<file path="src/rtl/if_layer_weight_loader.sv">
// Weight-memory initiator for a spiking layer: LOAD streams a neuron-major
// weight image into the layer, VERIFY reads it back and counts mismatches.
//
// Ports:
//   clk, rst          clock; synchronous active-low reset
//   start, mode       one-cycle start pulse; mode 0 = LOAD, 1 = VERIFY
//   s_valid/s_ready   weight stream handshake, s_data = weight word
//   mem_addr/din/wen  layer memory write/read address and write data
//   mem_dout          layer memory read data (READ_LATENCY cycles behind)
//   busy, done        operation in flight / one-cycle completion pulse
//   mismatch_count    saturating VERIFY mismatch count
//   first_err_*       address of the first VERIFY mismatch
module if_layer_weight_loader #(
  parameter int WEIGHT_SIZE       = 32,
  parameter int NUM_INPUTS        = 4,
  parameter int NUM_NEURONS       = 1,
  parameter int LAYER_ADDR_WIDTH  = 28,
  parameter int WEIGHT_ADDR_WIDTH = 10,
  parameter int READ_LATENCY      = 1
) (
  input  logic                        clk,
  input  logic                        rst,
  input  logic                        start,
  input  logic                        mode,
  input  logic                        s_valid,
  input  logic [WEIGHT_SIZE-1:0]      s_data,
  output logic                        s_ready,
  output logic [LAYER_ADDR_WIDTH-1:0] mem_addr,
  output logic [WEIGHT_SIZE-1:0]      mem_din,
  output logic                        mem_wen,
  input  logic [WEIGHT_SIZE-1:0]      mem_dout,
  output logic                        busy,
  output logic                        done,
  output logic [15:0]                 mismatch_count,
  output logic                        first_err_valid,
  output logic [LAYER_ADDR_WIDTH-1:0] first_err_addr
);

  localparam int WAW = WEIGHT_ADDR_WIDTH;
  localparam int NAW = LAYER_ADDR_WIDTH - WEIGHT_ADDR_WIDTH;

  localparam logic [WAW-1:0] W_LAST = WAW'(NUM_INPUTS - 1);
  localparam logic [NAW-1:0] N_LAST = NAW'(NUM_NEURONS - 1);
  localparam logic [2:0]     LAT    = 3'(READ_LATENCY);

  typedef enum logic [2:0] {
    S_IDLE     = 3'd0,
    S_LOAD     = 3'd1,
    S_RD_ISSUE = 3'd2,
    S_RD_WAIT  = 3'd3,
    S_COMPARE  = 3'd4,
    S_FINISH   = 3'd5
  } state_t;

  state_t state_q, state_d;

  logic [NAW-1:0]              n_q, n_d;
  logic [WAW-1:0]              w_q, w_d;
  logic [2:0]                  lat_q, lat_d;
  logic [WEIGHT_SIZE-1:0]      cap_q, cap_d;
  logic                        s_ready_q, s_ready_d;
  logic [LAYER_ADDR_WIDTH-1:0] mem_addr_q, mem_addr_d;
  logic [WEIGHT_SIZE-1:0]      mem_din_q, mem_din_d;
  logic                        mem_wen_q, mem_wen_d;
  logic                        busy_q, busy_d;
  logic                        done_q, done_d;
  logic [15:0]                 mm_q, mm_d;
  logic                        fev_q, fev_d;
  logic [LAYER_ADDR_WIDTH-1:0] fea_q, fea_d;

  logic                        hs;
  logic                        last_word;
  logic [LAYER_ADDR_WIDTH-1:0] cur_addr;

  assign hs        = s_valid && s_ready_q;
  assign last_word = (n_q == N_LAST) && (w_q == W_LAST);
  assign cur_addr  = {n_q, w_q};

  always_ff @(posedge clk) begin
    if (!rst) begin
      state_q    <= S_IDLE;
      n_q        <= '0;
      w_q        <= '0;
      lat_q      <= '0;
      cap_q      <= '0;
      s_ready_q  <= 1'b0;
      mem_addr_q <= '0;
      mem_din_q  <= '0;
      mem_wen_q  <= 1'b0;
      busy_q     <= 1'b0;
      done_q     <= 1'b0;
      mm_q       <= '0;
      fev_q      <= 1'b0;
      fea_q      <= '0;
    end else begin
      state_q    <= state_d;
      n_q        <= n_d;
      w_q        <= w_d;
      lat_q      <= lat_d;
      cap_q      <= cap_d;
      s_ready_q  <= s_ready_d;
      mem_addr_q <= mem_addr_d;
      mem_din_q  <= mem_din_d;
      mem_wen_q  <= mem_wen_d;
      busy_q     <= busy_d;
      done_q     <= done_d;
      mm_q       <= mm_d;
      fev_q      <= fev_d;
      fea_q      <= fea_d;
    end
  end

  always_comb begin
    state_d = state_q;
    unique case (state_q)
      S_IDLE: begin
        if (start) state_d = mode ? S_RD_ISSUE : S_LOAD;
      end
      S_LOAD: begin
        if (hs && last_word) state_d = S_FINISH;
      end
      S_RD_ISSUE: state_d = S_RD_WAIT;
      S_RD_WAIT: begin
        if (lat_q == LAT) state_d = S_COMPARE;
      end
      S_COMPARE: begin
        if (hs) state_d = last_word ? S_FINISH : S_RD_ISSUE;
      end
      S_FINISH: state_d = S_IDLE;
      default:  state_d = S_IDLE;
    endcase
  end

  always_comb begin
    n_d        = n_q;
    w_d        = w_q;
    lat_d      = lat_q;
    cap_d      = cap_q;
    mem_addr_d = mem_addr_q;
    mem_din_d  = mem_din_q;
    mem_wen_d  = 1'b0;
    done_d     = 1'b0;
    mm_d       = mm_q;
    fev_d      = fev_q;
    fea_d      = fea_q;
    unique case (state_q)
      S_IDLE: begin
        if (start) begin
          n_d   = '0;
          w_d   = '0;
          mm_d  = '0;
          fev_d = 1'b0;
          fea_d = '0;
        end
      end
      S_LOAD: begin
        if (hs) begin
          mem_addr_d = cur_addr;
          mem_din_d  = s_data;
          mem_wen_d  = 1'b1;
        end
      end
      S_RD_ISSUE: begin
        mem_addr_d = cur_addr;
        lat_d      = '0;
      end
      S_RD_WAIT: begin
        // Count 0 is the cycle the address first appears on mem_addr;
        // data is valid READ_LATENCY cycles later and sampled then.
        lat_d = lat_q + 3'd1;
        if (lat_q == LAT) cap_d = mem_dout;
      end
      S_COMPARE: begin
        if (hs && (s_data != cap_q)) begin
          if (mm_q != 16'hFFFF) mm_d = mm_q + 16'd1;
          if (!fev_q) begin
            fev_d = 1'b1;
            fea_d = cur_addr;
          end
        end
      end
      S_FINISH: done_d = 1'b1;
      default: ;
    endcase
    // Shared address walk: weight index first, then neuron index.
    if (hs && !last_word &&
        ((state_q == S_LOAD) || (state_q == S_COMPARE))) begin
      if (w_q == W_LAST) begin
        w_d = '0;
        n_d = n_q + NAW'(1);
      end else begin
        w_d = w_q + WAW'(1);
      end
    end
  end

  assign s_ready_d = (state_d == S_LOAD) || (state_d == S_COMPARE);
  assign busy_d    = (state_d != S_IDLE);

  assign s_ready         = s_ready_q;
  assign mem_addr        = mem_addr_q;
  assign mem_din         = mem_din_q;
  assign mem_wen         = mem_wen_q;
  assign busy            = busy_q;
  assign done            = done_q;
  assign mismatch_count  = mm_q;
  assign first_err_valid = fev_q;
  assign first_err_addr  = fea_q;

endmodule

</file>
<file path="config.mk">
export PLATFORM = sky130hd
export DESIGN_NAME = if_layer_weight_loader
export DESIGN_NICKNAME = d
export VERILOG_FILES = /design/src/rtl/if_layer_weight_loader.sv
export SDC_FILE = /design/constraint.sdc
export NUM_CORES = 1
export LEC_CHECK = 0
export ABC_AREA = 0
export CORE_ASPECT_RATIO = 0.9
export CORE_MARGIN = 2
export CORE_UTILIZATION = 50
export DETAILED_ROUTE_END_ITERATION = 10
export PLACE_DENSITY_LB_ADDON = 0.12
export SLEW_MARGIN = 20
export SYNTH_ARGS = -nofsm -noshare
export SYNTH_HDL_FRONTEND = slang
export SYNTH_SLANG_ARGS = --single-unit
</file>
<file path="constraint.sdc">
create_clock -name clk -period 2.45 [get_ports clk]
set_clock_uncertainty 0.1 [all_clocks]
set_input_delay 0.3675 -clock clk [delete_from_list [all_inputs] [get_ports clk]]
set_output_delay 0.3675 -clock clk [all_outputs]
set_load 0.03 [all_outputs]
</file>
==> results_dict.tcl <==
set metrics [dict create \
    status "finished clean" \
    dp_hpwl_mm 13.8 \
    antenna_found_initial 1 \
    diodes 0 \
    synth_area_sq_um 7740 \
    cts_buffers 17 \
    dp_cells 1287 \
    gp_congestion 0.882 \
    grt_max_degree 134 \
    worstMarginPinSlew_ns 0.726 \
    worstPathMaxFanout 12 \
    async_reset_ff_share_pct 0 \
    grt_pass1_vias 6218 \
    grt_overflow 0 \
    synth_cell_types 52 \
    hold_class "in -> reg" \
    finish.net_count 1186 \
    tns_ns 0 \
    layout_min_cycle_time_ns 2.42 \
    cts.sinks 175 \
    finalCritPeriodShare_pct 98.8 \
    fp.coreArea_sq_um 15300 \
    crit_type "in -> reg" \
    setup_viol_count_final 0 \
    first_iter_violations 431 \
    drive_gt1_share_pct 9.88 \
    cts_tree "done" \
    clk_latency_ns 0.42 \
    critPathRequiredTime_ns 2.72 \
    ys_ff_latch 175 \
    max-cap-violations 0 \
    drtAntennaViolNets 0 \
    totalWireLength_mm 21.1 \
    p_leak_uw 0.00400 \
    cts_buffer_depth 2 \
    slew_violations 0 \
    ios 178 \
    yosys_warnings 0 \
    fin_cells 1326 \
    ys.flop_type "dfxtp_1" \
    routedWlPerCell_um 15.9 \
    syn_avg_cell_area_sq_um 8.45 \
    syn_to_final_growth_pct 39.3 \
    cp-end-kind "flip-flop" \
    max_freq_ghz 0.413 \
    viasPerCell 5.25 \
    synth_area_leaders "dfxtp_1 45%, nand2_1 9.7%, a21boi_0 6.0%" \
    cp.arrival_ns 2.69 \
    syn_inst 916 \
    first_pass_iters 5 \
    numPortBuffers 177 \
    synth_edf_count 0 \
    synth_fp_nets 991 \
    initial_core_util_pct 50.6 \
    cts.htree.levels 4 \
    power_density_nw_per_um2 596 \
    fp-row-count 43 \
    yosysTopAreaCellShare_pct 45.3 \
    die_x_um 135 \
    dieArea_sq_um 16500 \
    clkTransAtPathRegs_ns 0.06 \
    yosysSeqAreaShare_pct 45.3 \
    yosysTopAreaCell "dfxtp_1" \
    clockRootBuffer "clkbuf_16" \
    grt.total_usage_pct 25.3 \
    fin_area_sq_um 10800 \
    hold_viol_final 0 \
    post_dp_cell_area_sq_um 9950 \
    vdd_ir_drop_max_uv 639 \
    die_h_um 122 \
    drc 0 \
    start_kind "primary input" \
    grt_pass1_wl_mm 32.7 \
    vias 6960 \
    relSlewSlack_pct 51.6 \
]
==> metrics by stage <==
step,hold slack (ns),setup WS [ns],util [%],power (uW)
after floorplan,0.347,0.229,-,3200
after global placement,0.351,-0.685,65.1,3480
after detailed placement,0.356,-0.689,65.1,3480
after CTS,0.143,0.00420,69.7,6430
after global routing,0.148,-0.0368,70.6,6630
final,0.159,0.0284,70.6,6430
==> cell usage in the layout, fill, tap and decap left out, types with 3 or more instances in the layout <==
cell type,netlist,routed
a21boi_0,62,62
a21boi_1,7,7
a21oi_1,16,15
a31oi_1,4,4
and2_1,7,7
and3_1,30,30
and4_1,3,3
buf_12,0,5
buf_4,1,46
bufinv_16,0,5
clkbuf_1,46,3
clkbuf_16,0,17
clkdlybuf4s50_1,0,174
clkinv_2,0,3
dfxtp_1,175,175
ha_1,6,6
inv_1,9,9
mux2i_1,33,33
nand2_1,201,201
nand2b_1,7,7
nand3_1,15,15
nand3b_1,4,4
nand4_1,14,14
nor2_1,72,71
nor2_4,0,3
nor2b_1,38,38
nor3_1,12,11
nor4_1,12,7
nor4_2,0,5
o21a_1,30,29
o21ai_0,20,20
or3_1,7,7
or4_1,3,3
xnor2_1,9,9
xor2_1,38,31
xor2_2,0,7
==> timing repair <==
item / in CTS / in global routing
setup buffers: 1 / 3
resized for setup: 4 / 16
cloned: 2 / 1
endpoints found under the setup margin: 38 / 43
pin swaps: 2 / 5
hold buffers: 0 / 0
==> critical path: stages <==
cell and delay (ns):
clkdlybuf4s50_1 0.49, xor2_1 0.31, nor4_2 0.11, nand4_1 0.15, o2111ai_4 0.18, buf_6 0.18, o21a_4 0.21, buf_12 0.13
or4_1 0.46, nand2_1 0.08
==> sequential cells by signal, indices dropped and copies added, names as in the netlist <==
signal           cells
mismatch_count      16
mem_din             32
busy                 1
n_q                 18
mem_addr            28
cap_q               32
first_err_addr      28
first_err_valid      1
s_ready              1
w_q                 10
mem_wen              1
lat_q                3
done                 1
state_q              3
==> path summary, 6_finish.rpt <==
check        startpoint                 end  slack [ns]  cells after the start
max           s_data[5]   mismatch_count[3]        0.03                     10
min                 rst  first_err_addr[26]        0.16                      2
max reg2reg   cap_q[11]   mismatch_count[3]        0.09                      9
min reg2reg    cap_q[6]            cap_q[6]        0.36                      2
==> cell usage after synthesis (all sizes together) (2+ instances only) <==
cell type and count:
or3 7, and2 8, nor3 14, or4 4, a21boi 69, xor2 38
xnor2 9, inv 9, a31o 2, and3 30, buf 9, o21a 30
nand3b 4, nor3b 2, nand2 201, dfxtp 175, o211ai 2, nor4 12
clkbuf 46, and4 3, nand4 14, nand4b 2, nand3 15, a21oi 17
mux2i 33, a31oi 4, nor2b 38, o21ai 22, nand2b 7, ha 6
nor2 73
==> report_power, final <==
| part | internal, uW | total, uW | switching, uW |
|---|---|---|---|
| logic | 274 | 573 | 299 |
| registers | 2860 | 2880 | 13.2 |
| clock network | 1870 | 2980 | 1110 |
==> logic make-up after synthesis <==
logic type,count (synthesis),share of synthesized area (%)
AO/OA/AOI/OAI,155,14.1
XOR/XNOR,47,5.32
adder cells (fa/ha/maj),6,0.970
buffers and inverters,64,3.52
flip-flops,175,45.3
multiplexers,33,4.27
AND/OR/NAND/NOR,436,26.6
==> final cells by class <==
cell class | count | area, sq um
Fill cell | 1267 | 4500
Clock inverter | 10 | 183
Tap cell | 202 | 253
Multi-Input combinational cell | 679 | 4110
Inverter | 9 | 33.8
Sequential cell | 175 | 3500
Timing Repair Buffer | 229 | 2230
Clock buffer | 22 | 464
==> per-layer routing <==
metal / global-route usage, % / vias to the layer above / wire length (um)
li1: - / 3466 / -
met4: 5.79 / 2 / 210
met3: 6.62 / 17 / 1330
met5: 0 / - / 13
met1: 36.5 / 3275 / 10200
met2: 38.0 / 200 / 9340
(Power assumes the default switching activity.)
